[src/rtl/stopwatch_fsm_bcd_if.sv]
// Button inputs and status/display outputs of the stopwatch controller.
// The slave modport is the controller's view; master is the board/driver side.
interface stopwatch_fsm_bcd_if #(
  parameter int DIGITS = 4
);
  logic                  i_start;
  logic                  i_pause;
  logic                  i_clear;
  logic                  o_idle;
  logic                  o_running;
  logic                  o_paused;
  logic                  o_done;
  logic                  o_tick;
  logic [4*DIGITS-1:0]   o_bcd;
  logic [7*DIGITS-1:0]   o_seven;

  modport master (
    output i_start, i_pause, i_clear,
    input  o_idle, o_running, o_paused, o_done, o_tick, o_bcd, o_seven
  );

  modport slave (
    input  i_start, i_pause, i_clear,
    output o_idle, o_running, o_paused, o_done, o_tick, o_bcd, o_seven
  );
endinterface

[src/rtl/stopwatch_fsm_bcd.sv]
// Stopwatch/timer controller: IDLE/RUN/PAUSE/DONE FSM with a tick prescaler,
// a multi-digit BCD up/down count and registered active-low seven-segment glyphs.
module stopwatch_fsm_bcd #(
  parameter int TICK_CNT   = 50_000_000,
  parameter int DIGITS     = 4,
  parameter int TARGET     = 5,
  parameter int DONE_HOLD  = 1,
  parameter bit COUNT_DOWN = 1'b0
) (
  input  logic               clk,
  input  logic               reset,
  stopwatch_fsm_bcd_if.slave sw
);

  localparam int BW     = 4 * DIGITS;
  localparam int SW     = 7 * DIGITS;
  localparam int PRE_W  = $clog2(TICK_CNT);
  localparam int HOLD_W = $clog2(DONE_HOLD + 1);

  function automatic logic [BW-1:0] to_bcd(input int value);
    logic [BW-1:0] r;
    int            v;
    r = '0;
    v = value;
    for (int d = 0; d < DIGITS; d++) begin
      r[4*d +: 4] = 4'(v % 10);
      v           = v / 10;
    end
    return r;
  endfunction

  // Ripple +1/-1 across digits: 9->0 carries upward, 0->9 borrows upward.
  function automatic logic [BW-1:0] bcd_step(input logic [BW-1:0] b, input logic down);
    logic [BW-1:0] r;
    logic          carry;
    logic [3:0]    dg;
    r     = b;
    carry = 1'b1;
    for (int d = 0; d < DIGITS; d++) begin
      dg = b[4*d +: 4];
      if (carry) begin
        if (down) begin
          if (dg == 4'd0) r[4*d +: 4] = 4'd9;
          else begin
            r[4*d +: 4] = dg - 4'd1;
            carry       = 1'b0;
          end
        end else begin
          if (dg >= 4'd9) r[4*d +: 4] = 4'd0;
          else begin
            r[4*d +: 4] = dg + 4'd1;
            carry       = 1'b0;
          end
        end
      end
    end
    return r;
  endfunction

  function automatic logic [6:0] seg7(input logic [3:0] dg);
    logic [6:0] s;
    case (dg)
      4'd0:    s = 7'b1000000;
      4'd1:    s = 7'b1111001;
      4'd2:    s = 7'b0100100;
      4'd3:    s = 7'b0110000;
      4'd4:    s = 7'b0011001;
      4'd5:    s = 7'b0010010;
      4'd6:    s = 7'b0000010;
      4'd7:    s = 7'b1111000;
      4'd8:    s = 7'b0000000;
      4'd9:    s = 7'b0010000;
      default: s = 7'b1111111;
    endcase
    return s;
  endfunction

  function automatic logic [SW-1:0] seg_all(input logic [BW-1:0] b);
    logic [SW-1:0] r;
    r = '1;
    for (int d = 0; d < DIGITS; d++) r[7*d +: 7] = seg7(b[4*d +: 4]);
    return r;
  endfunction

  localparam logic [BW-1:0]     START_BCD = to_bcd(COUNT_DOWN ? TARGET : 0);
  localparam logic [BW-1:0]     TERM_BCD  = to_bcd(COUNT_DOWN ? 0 : TARGET);
  localparam logic [PRE_W-1:0]  PRE_MAX   = PRE_W'(TICK_CNT - 1);
  localparam logic [HOLD_W-1:0] HOLD_LAST = HOLD_W'(DONE_HOLD - 1);

  typedef enum logic [1:0] {IDLE, RUN, PAUSE, DONE} state_t;

  state_t            state, state_nxt;
  logic [PRE_W-1:0]  pre, pre_nxt;
  logic [HOLD_W-1:0] hold, hold_nxt;
  logic [BW-1:0]     bcd, bcd_nxt, bcd_adv;
  logic [SW-1:0]     seven;
  logic              prev_start, prev_pause, prev_clear;
  logic              start_edge, pause_edge, clear_edge, tick;

  assign start_edge = sw.i_start & ~prev_start;
  assign pause_edge = sw.i_pause & ~prev_pause;
  assign clear_edge = sw.i_clear & ~prev_clear;
  assign tick       = ((state == RUN) || (state == DONE)) && (pre == PRE_MAX);
  assign bcd_adv    = bcd_step(bcd, COUNT_DOWN);

  always_comb begin
    state_nxt = state;
    pre_nxt   = pre;
    hold_nxt  = hold;
    bcd_nxt   = bcd;
    case (state)
      IDLE: begin
        pre_nxt  = '0;
        hold_nxt = '0;
        bcd_nxt  = START_BCD;
        if (start_edge && !clear_edge) state_nxt = RUN;
      end
      RUN: begin
        pre_nxt = tick ? '0 : pre + 1'b1;
        if (clear_edge) begin
          state_nxt = IDLE;
          pre_nxt   = '0;
          bcd_nxt   = START_BCD;
        end else if (tick && ((bcd == TERM_BCD) || (bcd_adv == TERM_BCD))) begin
          // Covers both reaching terminal and a terminal start value (TARGET=0).
          state_nxt = DONE;
          hold_nxt  = '0;
          bcd_nxt   = TERM_BCD;
        end else begin
          if (tick)       bcd_nxt   = bcd_adv;
          if (pause_edge) state_nxt = PAUSE;
        end
      end
      PAUSE: begin
        if (clear_edge) begin
          state_nxt = IDLE;
          pre_nxt   = '0;
          bcd_nxt   = START_BCD;
        end else if (start_edge) begin
          state_nxt = RUN;
        end
      end
      DONE: begin
        pre_nxt = tick ? '0 : pre + 1'b1;
        if (clear_edge || (tick && (hold == HOLD_LAST))) begin
          state_nxt = IDLE;
          pre_nxt   = '0;
          bcd_nxt   = START_BCD;
        end else if (tick) begin
          hold_nxt = hold + 1'b1;
        end
      end
      default: state_nxt = IDLE;
    endcase
  end

  // Register stage: FSM, prescaler, count and glyphs all advance on one edge.
  always_ff @(posedge clk or posedge reset) begin
    if (reset) begin
      state      <= IDLE;
      pre        <= '0;
      hold       <= '0;
      bcd        <= START_BCD;
      seven      <= '1;
      prev_start <= 1'b1;
      prev_pause <= 1'b1;
      prev_clear <= 1'b1;
    end else begin
      state      <= state_nxt;
      pre        <= pre_nxt;
      hold       <= hold_nxt;
      bcd        <= bcd_nxt;
      seven      <= seg_all(bcd_nxt);
      prev_start <= sw.i_start;
      prev_pause <= sw.i_pause;
      prev_clear <= sw.i_clear;
    end
  end

  assign sw.o_idle    = (state == IDLE);
  assign sw.o_running = (state == RUN);
  assign sw.o_paused  = (state == PAUSE);
  assign sw.o_done    = (state == DONE);
  assign sw.o_tick    = tick;
  assign sw.o_bcd     = bcd;
  assign sw.o_seven   = seven;

endmodule
[src/flat_wrapper.sv]
// flat-port wrapper written by rule: the top's interface ports become plain ports
module stopwatch_fsm_bcd_flat 
#(
  parameter int TICK_CNT   = 50_000_000,
  parameter int DIGITS     = 4,
  parameter int TARGET     = 5,
  parameter int DONE_HOLD  = 1,
  parameter bit COUNT_DOWN = 1'b0
)
  (clk, reset, sw_i_start, sw_i_pause, sw_i_clear, sw_o_idle, sw_o_running, sw_o_paused, sw_o_done, sw_o_tick, sw_o_bcd, sw_o_seven);
  stopwatch_fsm_bcd_if #(.DIGITS(DIGITS)) sw_i ();
  input  logic clk;
  input  logic reset;
  input wire logic [$bits(sw_i.i_start)-1:0] sw_i_start;
  input wire logic [$bits(sw_i.i_pause)-1:0] sw_i_pause;
  input wire logic [$bits(sw_i.i_clear)-1:0] sw_i_clear;
  output wire logic [$bits(sw_i.o_idle)-1:0] sw_o_idle;
  output wire logic [$bits(sw_i.o_running)-1:0] sw_o_running;
  output wire logic [$bits(sw_i.o_paused)-1:0] sw_o_paused;
  output wire logic [$bits(sw_i.o_done)-1:0] sw_o_done;
  output wire logic [$bits(sw_i.o_tick)-1:0] sw_o_tick;
  output wire logic [$bits(sw_i.o_bcd)-1:0] sw_o_bcd;
  output wire logic [$bits(sw_i.o_seven)-1:0] sw_o_seven;
  assign sw_i.i_start = sw_i_start;
  assign sw_i.i_pause = sw_i_pause;
  assign sw_i.i_clear = sw_i_clear;
  assign sw_o_idle = sw_i.o_idle;
  assign sw_o_running = sw_i.o_running;
  assign sw_o_paused = sw_i.o_paused;
  assign sw_o_done = sw_i.o_done;
  assign sw_o_tick = sw_i.o_tick;
  assign sw_o_bcd = sw_i.o_bcd;
  assign sw_o_seven = sw_i.o_seven;
  stopwatch_fsm_bcd #(.TICK_CNT(TICK_CNT), .DIGITS(DIGITS), .TARGET(TARGET), .DONE_HOLD(DONE_HOLD), .COUNT_DOWN(COUNT_DOWN)) u_core (.clk(clk), .reset(reset), .sw(sw_i));
endmodule
[config.mk]
export PLATFORM = sky130hd
export DESIGN_NAME = stopwatch_fsm_bcd_flat
export DESIGN_NICKNAME = d
export VERILOG_FILES = /design/src/rtl/stopwatch_fsm_bcd_if.sv /design/src/rtl/stopwatch_fsm_bcd.sv /design/src/flat_wrapper.sv
export SDC_FILE = /design/constraint.sdc
export NUM_CORES = 1
export LEC_CHECK = 0
export CAP_MARGIN = 25
export CORE_ASPECT_RATIO = 0.8
export CORE_MARGIN = 4
export CORE_UTILIZATION = 35
export CTS_CLUSTER_DIAMETER = 150
export CTS_CLUSTER_SIZE = 25
export DETAILED_ROUTE_END_ITERATION = 16
export GPL_TIMING_DRIVEN = 0
export HOLD_SLACK_MARGIN = 0.1
export PLACE_DENSITY = 0.58
export SYNTH_ARGS = -nofsm -noshare
export SYNTH_HDL_FRONTEND = slang
export SYNTH_SLANG_ARGS = --single-unit
[constraint.sdc]
create_clock -name clk -period 3.05 [get_ports clk]
set_clock_uncertainty 0.1 [all_clocks]
set_input_delay 0.7625 -clock clk [delete_from_list [all_inputs] [get_ports clk]]
set_output_delay 0.7625 -clock clk [all_outputs]
set_load 0.05 [all_outputs]
==> results.py, run 1 <==
metrics = {
    "setup_path": {
        "crit_arrival_ns": 3.46,
        "cp_cell_sequence": "inv_2, buf_4, buf_4, ha_1, or3_1, a311o_1, nor4b_4, buf_6, o31ai_4, a21oi_4, ha_4, nor2_4, o21bai_1, a21oi_1",
        "cpMaxStageDelayCell": "dfrtp_2",
        "cp-start-kind": "register",
        "cp.buffers_inverters": 4,
        "critPathLaunch": "u_core.sw.o_bcd[4]",
        "cpPeakStageDelay_ns": 0.43,
        "reg2reg_setup_slack_ns": -0.26,
        "cp_max_fo": 5,
        "r2r_start": "u_core.sw.o_bcd[4]",
        "crit_required_ns": 3.19,
        "critPathTopFamily": "compound AO/OA/AOI/OAI gates",
        "end_kind": "register",
        "cp_common_cell": "buf_4",
        "path_class": "reg2reg",
    },
    "power_and_ir_drop": {
        "switching_power_uw": 568,
        "power_density_nw_per_um2": 380,
        "power.share.clock": 0.491,
        "comb_power_share": 0.087,
        "p_sw_frac": 0.233,
        "p_leak_uw": 0.00282,
        "intPower_uw": 1870,
        "peakVddDrop_v": 0.000254,
        "pwr-share-seq": 0.422,
    },
    "clock_network": {
        "root_buffer": "clkbuf_16",
        "htree_levels": 3,
        "cts_tree": "yes",
        "ctsHoldBuffers": 0,
        "clk_pin_slew_worst_paths_ns": 0.06,
        "clock_sinks": 76,
        "clk_latency_ns": 0.33,
        "cts_buffers": 9,
        "clockBufferDepth": 2,
    },
    "layout": {
        "drive_gt1_frac": 0.333,
        "design_area_um2": 6420,
        "fillers": 1134,
        "areaGrowthSynthToFinish_pct": 41.5,
        "final_common_cell": "nor2_1",
        "antenna_cells": 0,
        "most-common-layout-cells": "nor2_1, clkdlybuf4s50_1, dfrtp_1",
        "nets": 610,
    },
    "placed_design": {
        "gp_congestion": 0.875,
        "io_buffers": 53,
        "dp_slack_ns": -0.626,
        "dpl.hpwl_um": 8010,
        "placed_area_um2": 5340,
    },
    "grt": {
        "grt_pass1_vias": 3751,
        "grt_max_degree": 48,
        "antenna_found_initial": 0,
        "grt_first_pass_wirelength_um": 19300,
        "grt-busiest-layer": "met1",
        "use_met3": 0.0412,
        "grt_overflow": 0,
        "grtUsageMet2": 0.239,
        "track_usage": 0.163,
        "globalRouteMet1Util": 0.240,
    },
    "die": {
        "die_area_um2": 14900,
        "die_height_um": 110,
        "initial_core_util": 0.365,
        "die_w_um": 135,
        "ioPinCount": 54,
        "core_area_um2": 12400,
        "rows": 36,
    },
    "detailed_routing": {
        "avgRoutedWirePerCell_um": 16.5,
        "firstDrtPassIters": 5,
        "vias": 3879,
        "vias_per_cell": 5.21,
        "drc": 0,
        "drt_iter0_markers": 219,
        "wirelength_um": 12300,
        "ant_nets": 0,
    },
    "worst_hold_path": {
        "hold_class": "reg2reg",
        "min_from": "u_core.hold",
    },
    "sta": {
        "period_share": 1.09,
        "rsz0062_at_grt": "true",
        "maxSlewViolCount": 0,
        "fin_crit_ns": 3.31,
        "tightest_slew_ns": 0.612,
        "setup_viol": 14,
        "finalWorstSetupSlack_ns": -0.261,
        "maxClockFrequency_mhz": 302,
        "final_hold_viol_count": 0,
        "slew_headroom": 0.588,
        "whs_ns": 0.439,
    },
    "status": {
        "violations": "negative setup slack",
        "status": "complete, but fails checks",
    },
    "yosys": {
        "synth.distinct_cells": 73,
        "yosys_warnings": 0,
        "syn_area_um2": 4540,
        "synthArstFlopShare": 1.00,
        "ys_ff_latch": 76,
        "netlist_instances": 466,
        "synth_nets": 507,
        "synth-main-ff-cell": "dfrtp_1",
        "avgSynthCellArea_um2": 9.74,
        "synth_seq_area_share": 0.428,
        "synth-edff-count": 0,
    },
    "job": {
        "maxCapViolations": 0,
    },
}
-- final cells by class --
| cell class | instances | area [um2] | share of cell area |
|---|---|---|---|
| flip-flops and latches | 76 | 1950 | 0.304 |
| plain buffers | 11 | 67.6 | 0.0105 |
| inverters | 35 | 136 | 0.0212 |
| repair buffers | 93 | 882 | 0.137 |
| clock inverters | 3 | 67.6 | 0.0105 |
| well taps | 171 | 214 | 0.0333 |
| multi-input cells | 343 | 2830 | 0.441 |
| clock buffers | 13 | 270 | 0.0421 |
-- per-stage QoR --
stage	std cells	setup TNS (ns)	power, uW	util
final	745	-2.41	2440	0.517
after global placement	690	-64.72	1230	0.427
after CTS	726	-1.57	2450	0.483
after detailed placement	691	-10.41	1240	0.430
after floorplan	466	-1.56	1180	-
after global routing	745	-4.46	2540	0.517
-- sequential cells by signal, indices dropped and copies added, names as in the netlist --
signal and flops:
u_core.pre 26, u_core.sw.o_bcd 16, u_core.sw.o_seven 28, u_core.prev_clear 1, u_core.prev_pause 1, u_core.hold 1, u_core.state 2, u_core.prev_start 1
-- timing repair --
action | 4_1_cts | 5_1_grt
gates resized for setup | 41 | 61
pin swaps | 13 | 33
endpoints found under the hold margin | 0 | 0
endpoints found under the setup margin | 29 | 29
setup buffers | 20 | 19
cloned | 0 | 0
-- Yosys cell counts (all sizes together) (3+ instances only) --
| cell type | n | area share |
|---|---|---|
| nand3 | 17 | 0.019 |
| o31ai | 4 | 0.0066 |
| a22o | 5 | 0.0097 |
| nor3b | 3 | 0.0085 |
| dfrtp | 45 | 0.25 |
| nor3 | 15 | 0.021 |
| nand2 | 35 | 0.029 |
| nand4 | 12 | 0.018 |
| xnor2 | 4 | 0.0077 |
| ha | 36 | 0.099 |
| a31oi | 8 | 0.012 |
| a21oi | 23 | 0.030 |
| inv | 35 | 0.029 |
| nor2 | 57 | 0.048 |
| o21ai | 22 | 0.025 |
| nor4 | 5 | 0.010 |
| nor2b | 4 | 0.0055 |
| and3 | 7 | 0.0097 |
| clkbuf | 4 | 0.0033 |
| o31a | 3 | 0.0058 |
| buf | 8 | 0.012 |
| a21boi | 3 | 0.0050 |
| dfstp | 31 | 0.18 |
| xor2 | 21 | 0.041 |
| mux2i | 5 | 0.011 |
| a22oi | 9 | 0.022 |
| or4 | 3 | 0.0050 |
| a211oi | 5 | 0.0083 |
| nand2b | 4 | 0.0055 |
-- power by group through the flow --
stage | logic (uW) | registers, uW | clock network [uW]
finish | 212 | 1030 | 1200
global route | 234 | 1030 | 1270
CTS | 203 | 1030 | 1220
detailed placement | 197 | 1040 | 0
global placement | 190 | 1040 | 0
floorplan | 136 | 1040 | 0
-- routing by layer --
layer	up-vias	routed length, um	share of wire
li1	1848	-	-
met1	1924	6060	0.49
met2	96	5540	0.45
met3	11	599	0.049
met4	0	95	0.0077
met5	-	0	0
-- logic make-up after synthesis --
logic type      Yosys count  share of synthesized area
simple gates            178                      0.213
flops                    76                      0.428
mux                       6                     0.0135
fa+ha+maj                36                     0.0993
buf+inv                  47                     0.0441
xor+xnor                 25                     0.0483
compound gates           98                      0.154
-- worst paths after layout --
check,endpoint,depth (start not counted)
worst max-delay path,u_core.sw.o_seven[10],14
worst min-delay path,u_core.hold,2
worst max register to register,u_core.sw.o_seven[10],14
worst min register to register,u_core.hold,2
max in group asynchronous,u_core.sw.o_seven[23],3
min in group asynchronous,u_core.sw.o_bcd[6],2
-- worst reg2reg max path, delay by kind of cell, from the launching register on --
kind            cells  cell delay [ns]
simple gates        3             0.72
compound gates      5             0.93
fa+ha+maj           2             0.56
buf+inv             4             0.50
flops               1             0.43
Note: power is estimated with default switching activity, not from simulation.
==> inputs of run 2 (changes only) <==
--- a/config.mk
+++ b/config.mk
@@ -13,8 +13,8 @@
 export CTS_CLUSTER_SIZE = 25
 export DETAILED_ROUTE_END_ITERATION = 16
 export GPL_TIMING_DRIVEN = 0
-export HOLD_SLACK_MARGIN = 0.1
-export PLACE_DENSITY = 0.58
+export HOLD_SLACK_MARGIN = 0.12
+export PLACE_DENSITY = 0.56
 export SYNTH_ARGS = -nofsm -noshare
 export SYNTH_HDL_FRONTEND = slang
 export SYNTH_SLANG_ARGS = --single-unit
==> constraint.sdc (replaced) <==
create_clock -name clk -period 3.84 [get_ports clk]
set_clock_uncertainty 0.1 [all_clocks]
set_input_delay 0.96 -clock clk [delete_from_list [all_inputs] [get_ports clk]]
set_output_delay 0.96 -clock clk [all_outputs]
set_load 0.05 [all_outputs]
==> results.py, run 2 (synthesis results as in run 1) <==
metrics = {
    "power_and_ir_drop": {
        "power.share.clock": 0.505,
        "pwr-share-seq": 0.416,
        "peakVddDrop_v": 0.000203,
        "power_density_nw_per_um2": 344,
        "p_sw_frac": 0.222,
        "switching_power_uw": 435,
        "intPower_uw": 1530,
        "power_uw": 1960,
        "p_leak_uw": 0.00254,
        "comb_power_share": 0.079,
    },
    "sta": {
        "tightest_slew_ns": 0.714,
        "whs_ns": 0.413,
        "period_share": 0.946,
        "fin_crit_ns": 3.63,
        "maxSlewViolCount": 0,
        "tns_ns": 0,
        "setup_viol": 0,
        "maxClockFrequency_mhz": 275,
        "finalWorstSetupSlack_ns": 0.206,
        "rsz0062_at_grt": "false",
        "slew_headroom": 0.519,
        "final_hold_viol_count": 0,
    },
    "detailed_routing": {
        "drt_iter0_markers": 222,
        "vias_per_cell": 5.06,
        "avgRoutedWirePerCell_um": 15.2,
        "wirelength_um": 10800,
        "firstDrtPassIters": 4,
        "drc": 0,
        "ant_nets": 0,
        "vias": 3606,
    },
    "die": {
        "ioPinCount": 54,
        "die_area_um2": 14900,
        "initial_core_util": 0.365,
        "die_height_um": 110,
        "die_w_um": 135,
        "rows": 36,
        "core_area_um2": 12400,
    },
    "layout": {
        "final_common_cell": "nor2_1",
        "most-common-layout-cells": "nor2_1, clkdlybuf4s50_1, dfrtp_1",
        "design_area_um2": 5700,
        "fillers": 1225,
        "areaGrowthSynthToFinish_pct": 25.7,
        "drive_gt1_frac": 0.172,
        "nets": 577,
        "antenna_cells": 0,
        "largest_reg_flops": 28,
    },
    "clock_network": {
        "cts_tree": "yes",
        "clock_sinks": 76,
        "cts_buffers": 9,
        "clk_latency_ns": 0.34,
        "htree_levels": 3,
        "ctsHoldBuffers": 0,
        "clk_pin_slew_worst_paths_ns": 0.06,
        "root_buffer": "clkbuf_16",
        "clockBufferDepth": 2,
    },
    "setup_path": {
        "cpMaxStageDelayCell": "dfrtp_2",
        "cp-start-kind": "register",
        "crit_arrival_ns": 3.79,
        "critPathTopFamily": "simple AND/OR/NAND/NOR gates",
        "end_kind": "register",
        "worstReg2RegEnd": "u_core.sw.o_seven[14]",
        "critPathLaunch": "u_core.sw.o_bcd[5]",
        "cpPeakStageDelay_ns": 0.43,
        "cp_max_fo": 7,
        "r2r_start": "u_core.sw.o_bcd[5]",
        "path_class": "reg2reg",
        "reg2reg_depth": 13,
        "worst-path-stages": 13,
        "reg2reg_setup_slack_ns": 0.21,
        "cp.buffers_inverters": 2,
        "crit_end": "u_core.sw.o_seven[14]",
        "crit_required_ns": 4.00,
        "cp_cell_sequence": "inv_1, ha_1, nor3b_4, nor2_2, or3_1, a311o_1, nor4b_4, o21ai_1, a21oi_2, inv_1, ha_1, nor3_1, nor3_1",
    },
    "placed_design": {
        "io_buffers": 53,
        "gp_congestion": 0.901,
        "placed_area_um2": 5300,
        "dp_slack_ns": 0.0522,
        "dpl.hpwl_um": 8040,
    },
    "status": {
        "status": "complete, no violations",
    },
    "worst_hold_path": {
        "min_from": "u_core.hold",
        "hold_class": "reg2reg",
    },
    "grt": {
        "grt_overflow": 0,
        "grt_pass1_vias": 3621,
        "track_usage": 0.154,
        "grt_max_degree": 40,
        "grt_first_pass_wirelength_um": 18200,
        "antenna_found_initial": 0,
    },
    "job": {
        "maxCapViolations": 0,
    },
}
## run 2: what timing repair did
item | 4_1_cts | 5_1_grt
setup buffers | 0 | 5
setup endpoints to repair | 0 | 12
resized for setup | 0 | 6
## run 2: per-layer routing
metal	global-route usage	part of all wire	vias up
met5	0	0	-
met4	0.0482	0.011	0
met3	0.0531	0.058	10
met2	0.235	0.44	64
met1	0.207	0.49	1751
li1	-	-	1781
## run 2: final cells by class
type                            count  area [um2]  area share
Sequential cell                    76        1950       0.341
Clock inverter                      4        95.1      0.0167
Clock buffer                       12         256      0.0450
Buffer                             12        68.8      0.0121
Multi-Input combinational cell    343        2400       0.420
Tap cell                          171         214      0.0375
Inverter                           35         134      0.0235
Timing Repair Buffer               59         591       0.104
## run 2: how the worst min path moves through the flow
stage	to	depth (start not counted)	slack, ns
3_3_place_gp	u_core.hold	2	0.40
3_5_place_dp	u_core.hold	2	0.41
6_report	u_core.hold	2	0.41
5_1_grt	u_core.hold	2	0.45
4_1_cts	u_core.hold	2	0.41
2_1_floorplan	u_core.hold	2	0.39
## run 2: power by group through the flow
| stage | registers, uW | logic (uW) | clock network, uW |
|---|---|---|---|
| finish | 816 | 154 | 991 |
| global route | 816 | 171 | 1060 |
| CTS | 815 | 157 | 1020 |
| detailed placement | 829 | 156 | 0 |
| global placement | 828 | 150 | 0 |
| floorplan | 828 | 108 | 0 |
## run 2: worst min-delay path, delay by kind of cell, from the launching register on
kind            cells  cell delay, ns
buf+inv             1            0.06
flops               1            0.37
compound gates      1            0.04
## run 2: per-stage QoR
stage,instances,utilization
floorplan,466,-
global placement,690,0.425
detailed placement,691,0.427
CTS,707,0.455
global route,712,0.459
finish,712,0.459
==> inputs of run 3 (changes only) <==
--- a/config.mk
+++ b/config.mk
@@ -5,6 +5,7 @@
 export SDC_FILE = /design/constraint.sdc
 export NUM_CORES = 1
 export LEC_CHECK = 0
+export ABC_AREA = 1
 export CAP_MARGIN = 25
 export CORE_ASPECT_RATIO = 0.8
 export CORE_MARGIN = 4
==> results.py, run 3 <==
metrics = {
    "grt": {
        "grt_first_pass_wirelength_um": 21100,
        "track_usage": 0.160,
        "antenna_found_initial": 0,
        "grt_overflow": 0,
        "grt_max_degree": 45,
        "grt_pass1_vias": 4195,
    },
    "clock_network": {
        "cts_buffers": 9,
        "clockBufferDepth": 2,
        "clock_sinks": 76,
        "htree_levels": 3,
        "cts_tree": "yes",
        "cts_setup_buffers": 0,
        "clk_pin_slew_worst_paths_ns": 0.06,
        "root_buffer": "clkbuf_16",
        "clk_latency_ns": 0.34,
    },
    "placed_design": {
        "dpl.hpwl_um": 9690,
        "io_buffers": 53,
        "placed_area_um2": 5890,
        "gp_congestion": 0.925,
    },
    "detailed_routing": {
        "drt_iter0_markers": 254,
        "vias": 4459,
        "ant_nets": 0,
        "wirelength_um": 12700,
        "drc": 0,
        "firstDrtPassIters": 5,
        "vias_per_cell": 4.84,
        "avgRoutedWirePerCell_um": 13.7,
    },
    "worst_hold_path": {
        "min_path_cells": 1,
        "hold_class": "reg2reg",
        "hold_end": "u_core.pre[0]",
        "min_from": "u_core.pre[0]",
    },
    "layout": {
        "antenna_cells": 0,
        "areaGrowthSynthToFinish_pct": 20.8,
        "nets": 774,
        "drive_gt1_frac": 0.161,
        "largest_reg_flops": 28,
        "most-common-layout-cells": "nand2_1, inv_1, nor2_1",
        "final_common_cell": "nand2_1",
        "design_area_um2": 6160,
    },
    "yosys": {
        "synth.distinct_cells": 45,
        "synth_nets": 709,
        "ys_ff_latch": 76,
        "synth_largest_area_cell": "dfrtp_1",
        "synth_most_common_cell": "nand2_1",
        "yosys_warnings": 0,
        "synth-main-ff-cell": "dfrtp_1",
        "avgSynthCellArea_um2": 7.63,
        "synthArstFlopShare": 1.00,
        "synth-edff-count": 0,
        "syn_area_um2": 5100,
        "synth_seq_area_share": 0.381,
        "synthTopCellsByArea": "dfrtp_1, dfstp_2, nand2_1",
        "netlist_instances": 668,
        "synth_top_area_frac": 0.221,
        "synthTopCellsByCount": "nand2_1, inv_1, nor2_1",
    },
    "sta": {
        "setup_viol": 0,
        "slew_headroom": 0.566,
        "maxClockFrequency_mhz": 294,
        "period_share": 0.887,
        "tns_ns": 0,
        "fin_crit_ns": 3.40,
        "maxSlewViolCount": 0,
        "tightest_slew_ns": 0.649,
        "final_hold_viol_count": 0,
        "rsz0062_at_grt": "false",
    },
    "job": {
        "maxCapViolations": 0,
    },
    "power_and_ir_drop": {
        "comb_power_share": 0.232,
        "peakVddDrop_v": 0.000247,
        "power_uw": 2110,
        "switching_power_uw": 701,
        "intPower_uw": 1410,
        "power.share.clock": 0.367,
        "p_sw_frac": 0.332,
        "pwr-share-seq": 0.401,
        "power_density_nw_per_um2": 343,
        "p_leak_uw": 0.00302,
    },
    "setup_path": {
        "cpPeakStageDelay_ns": 0.50,
        "path_class": "in2reg",
        "cp_max_fo": 10,
        "r2r_start": "u_core.sw.o_bcd[5]",
        "reg2reg_depth": 22,
        "end_kind": "register",
        "cp-start-kind": "input port",
        "crit_arrival_ns": 3.58,
        "cp_common_cell": "nand2_1",
        "reg2reg_setup_slack_ns": 0.63,
        "cp_cell_sequence": "clkdlybuf4s50_1, inv_1, nor2_1, nor2_1, inv_1, nand2_4, buf_6, nand2_1, nand2_1, inv_1, ha_1, nand2_1, nand2_1, o21ai_1",
        "cpMaxStageDelayCell": "nor2_1",
        "cp.buffers_inverters": 5,
        "crit_required_ns": 4.01,
        "worstReg2RegEnd": "u_core.sw.o_seven[7]",
        "worst-path-stages": 14,
        "critPathTopFamily": "simple AND/OR/NAND/NOR gates",
    },
    "die": {
        "die_w_um": 143,
        "ioPinCount": 54,
        "rows": 39,
        "die_height_um": 116,
        "initial_core_util": 0.357,
        "core_area_um2": 14300,
        "die_area_um2": 16600,
    },
    "status": {
        "status": "complete, no violations",
    },
}
run 3: changes by cell type after synthesis, sizes merged, moves of 5 or more:
| cell | before | now |
|---|---|---|
| nand3 | 17 | 51 |
| a22oi | 9 | 0 |
| inv | 35 | 87 |
| xor2 | 21 | 9 |
| o21ai | 22 | 31 |
| nor2 | 57 | 73 |
| mux2i | 5 | 0 |
| a31oi | 8 | 3 |
| a211oi | 5 | 0 |
| and3 | 7 | 1 |
| a21oi | 23 | 35 |
| nand2 | 35 | 205 |
run 3: layer usage:
layer / global-route usage / routed length (um)
met2: 0.229 / 5220
met3: 0.0499 / 779
met5: 0 / 0
met4: 0.0342 / 87
met1: 0.238 / 6580
run 3: final cells by class:
type                       instances  area, um2
fill                            1441       8140
clock inverter                     3       15.0
multi-input combinational        495       2760
clock buffer                      13        250
buffer                             8       52.6
timing repair buffer              54        561
tap                              184        230
inverter                          89        345
sequential                        76       1940
run 3: kinds of logic after synthesis:
logic type	after synthesis	share of synthesized area
adders and majority gates	36	0.0884
AOI/OAI and AO/OA	75	0.0869
xor gates and xnor gates	9	0.0155
and+or+nand+nor	375	0.351
buffers and inverters	97	0.0776
DFF	76	0.381
run 3: stage by stage:
step	cells	worst slack, ns	hold slack [ns]	util
6_report	922	0.435	0.399	0.431
5_1_grt	922	0.210	0.436	0.431
4_1_cts	922	0.0881	0.405	0.430
3_5_place_dp	906	0.0950	0.397	0.412
3_3_place_gp	905	-0.496	0.387	0.410
2_1_floorplan	668	0.767	0.367	-
run 3: worst register-to-register path: stages, from the launching register on:
cell and delay, ns:
dfrtp_1 0.42, inv_1 0.22, ha_1 0.22, inv_1 0.06
nand3_2 0.08, nand2_4 0.08, nor2_8 0.20, nand2_4 0.12
nand2_2 0.08, nand2_1 0.10, nor2_1 0.10, nand2_1 0.06
nor2_1 0.09, nand2_1 0.09, nand2_2 0.08, nand2_4 0.12
nand2_1 0.10, nand2_1 0.06, nand2_1 0.13, inv_1 0.10
ha_1 0.20, o21ai_0 0.22, o21ai_1 0.10
run 3: how the worst max path moves through the flow:
stage,to,start
finish,u_core.sw.o_seven[17],sw_i_clear
global placement,u_core.sw.o_bcd[7],reset
CTS,sw_o_tick,u_core.pre[1]
detailed placement,u_core.sw.o_seven[11],sw_i_clear
floorplan,u_core.sw.o_seven[7],u_core.sw.o_bcd[0]
global route,u_core.sw.o_seven[11],sw_i_clear
run 3: power by group through the flow:
| stage | sequential [uW] | clock, uW | combinational (uW) |
|---|---|---|---|
| floorplan | 856 | 0 | 333 |
| global placement | 858 | 0 | 484 |
| detailed placement | 858 | 0 | 490 |
| CTS | 846 | 809 | 491 |
| global route | 850 | 846 | 533 |
| finish | 846 | 775 | 489 |
run 3: what timing repair did:
| action | 4_1_cts | 5_1_grt |
|---|---|---|
| hold endpoints to repair | 0 | 0 |
| gates resized for setup | 0 | 1 |
| setup endpoints to repair | 0 | 1 |
| hold buffers | 0 | 0 |
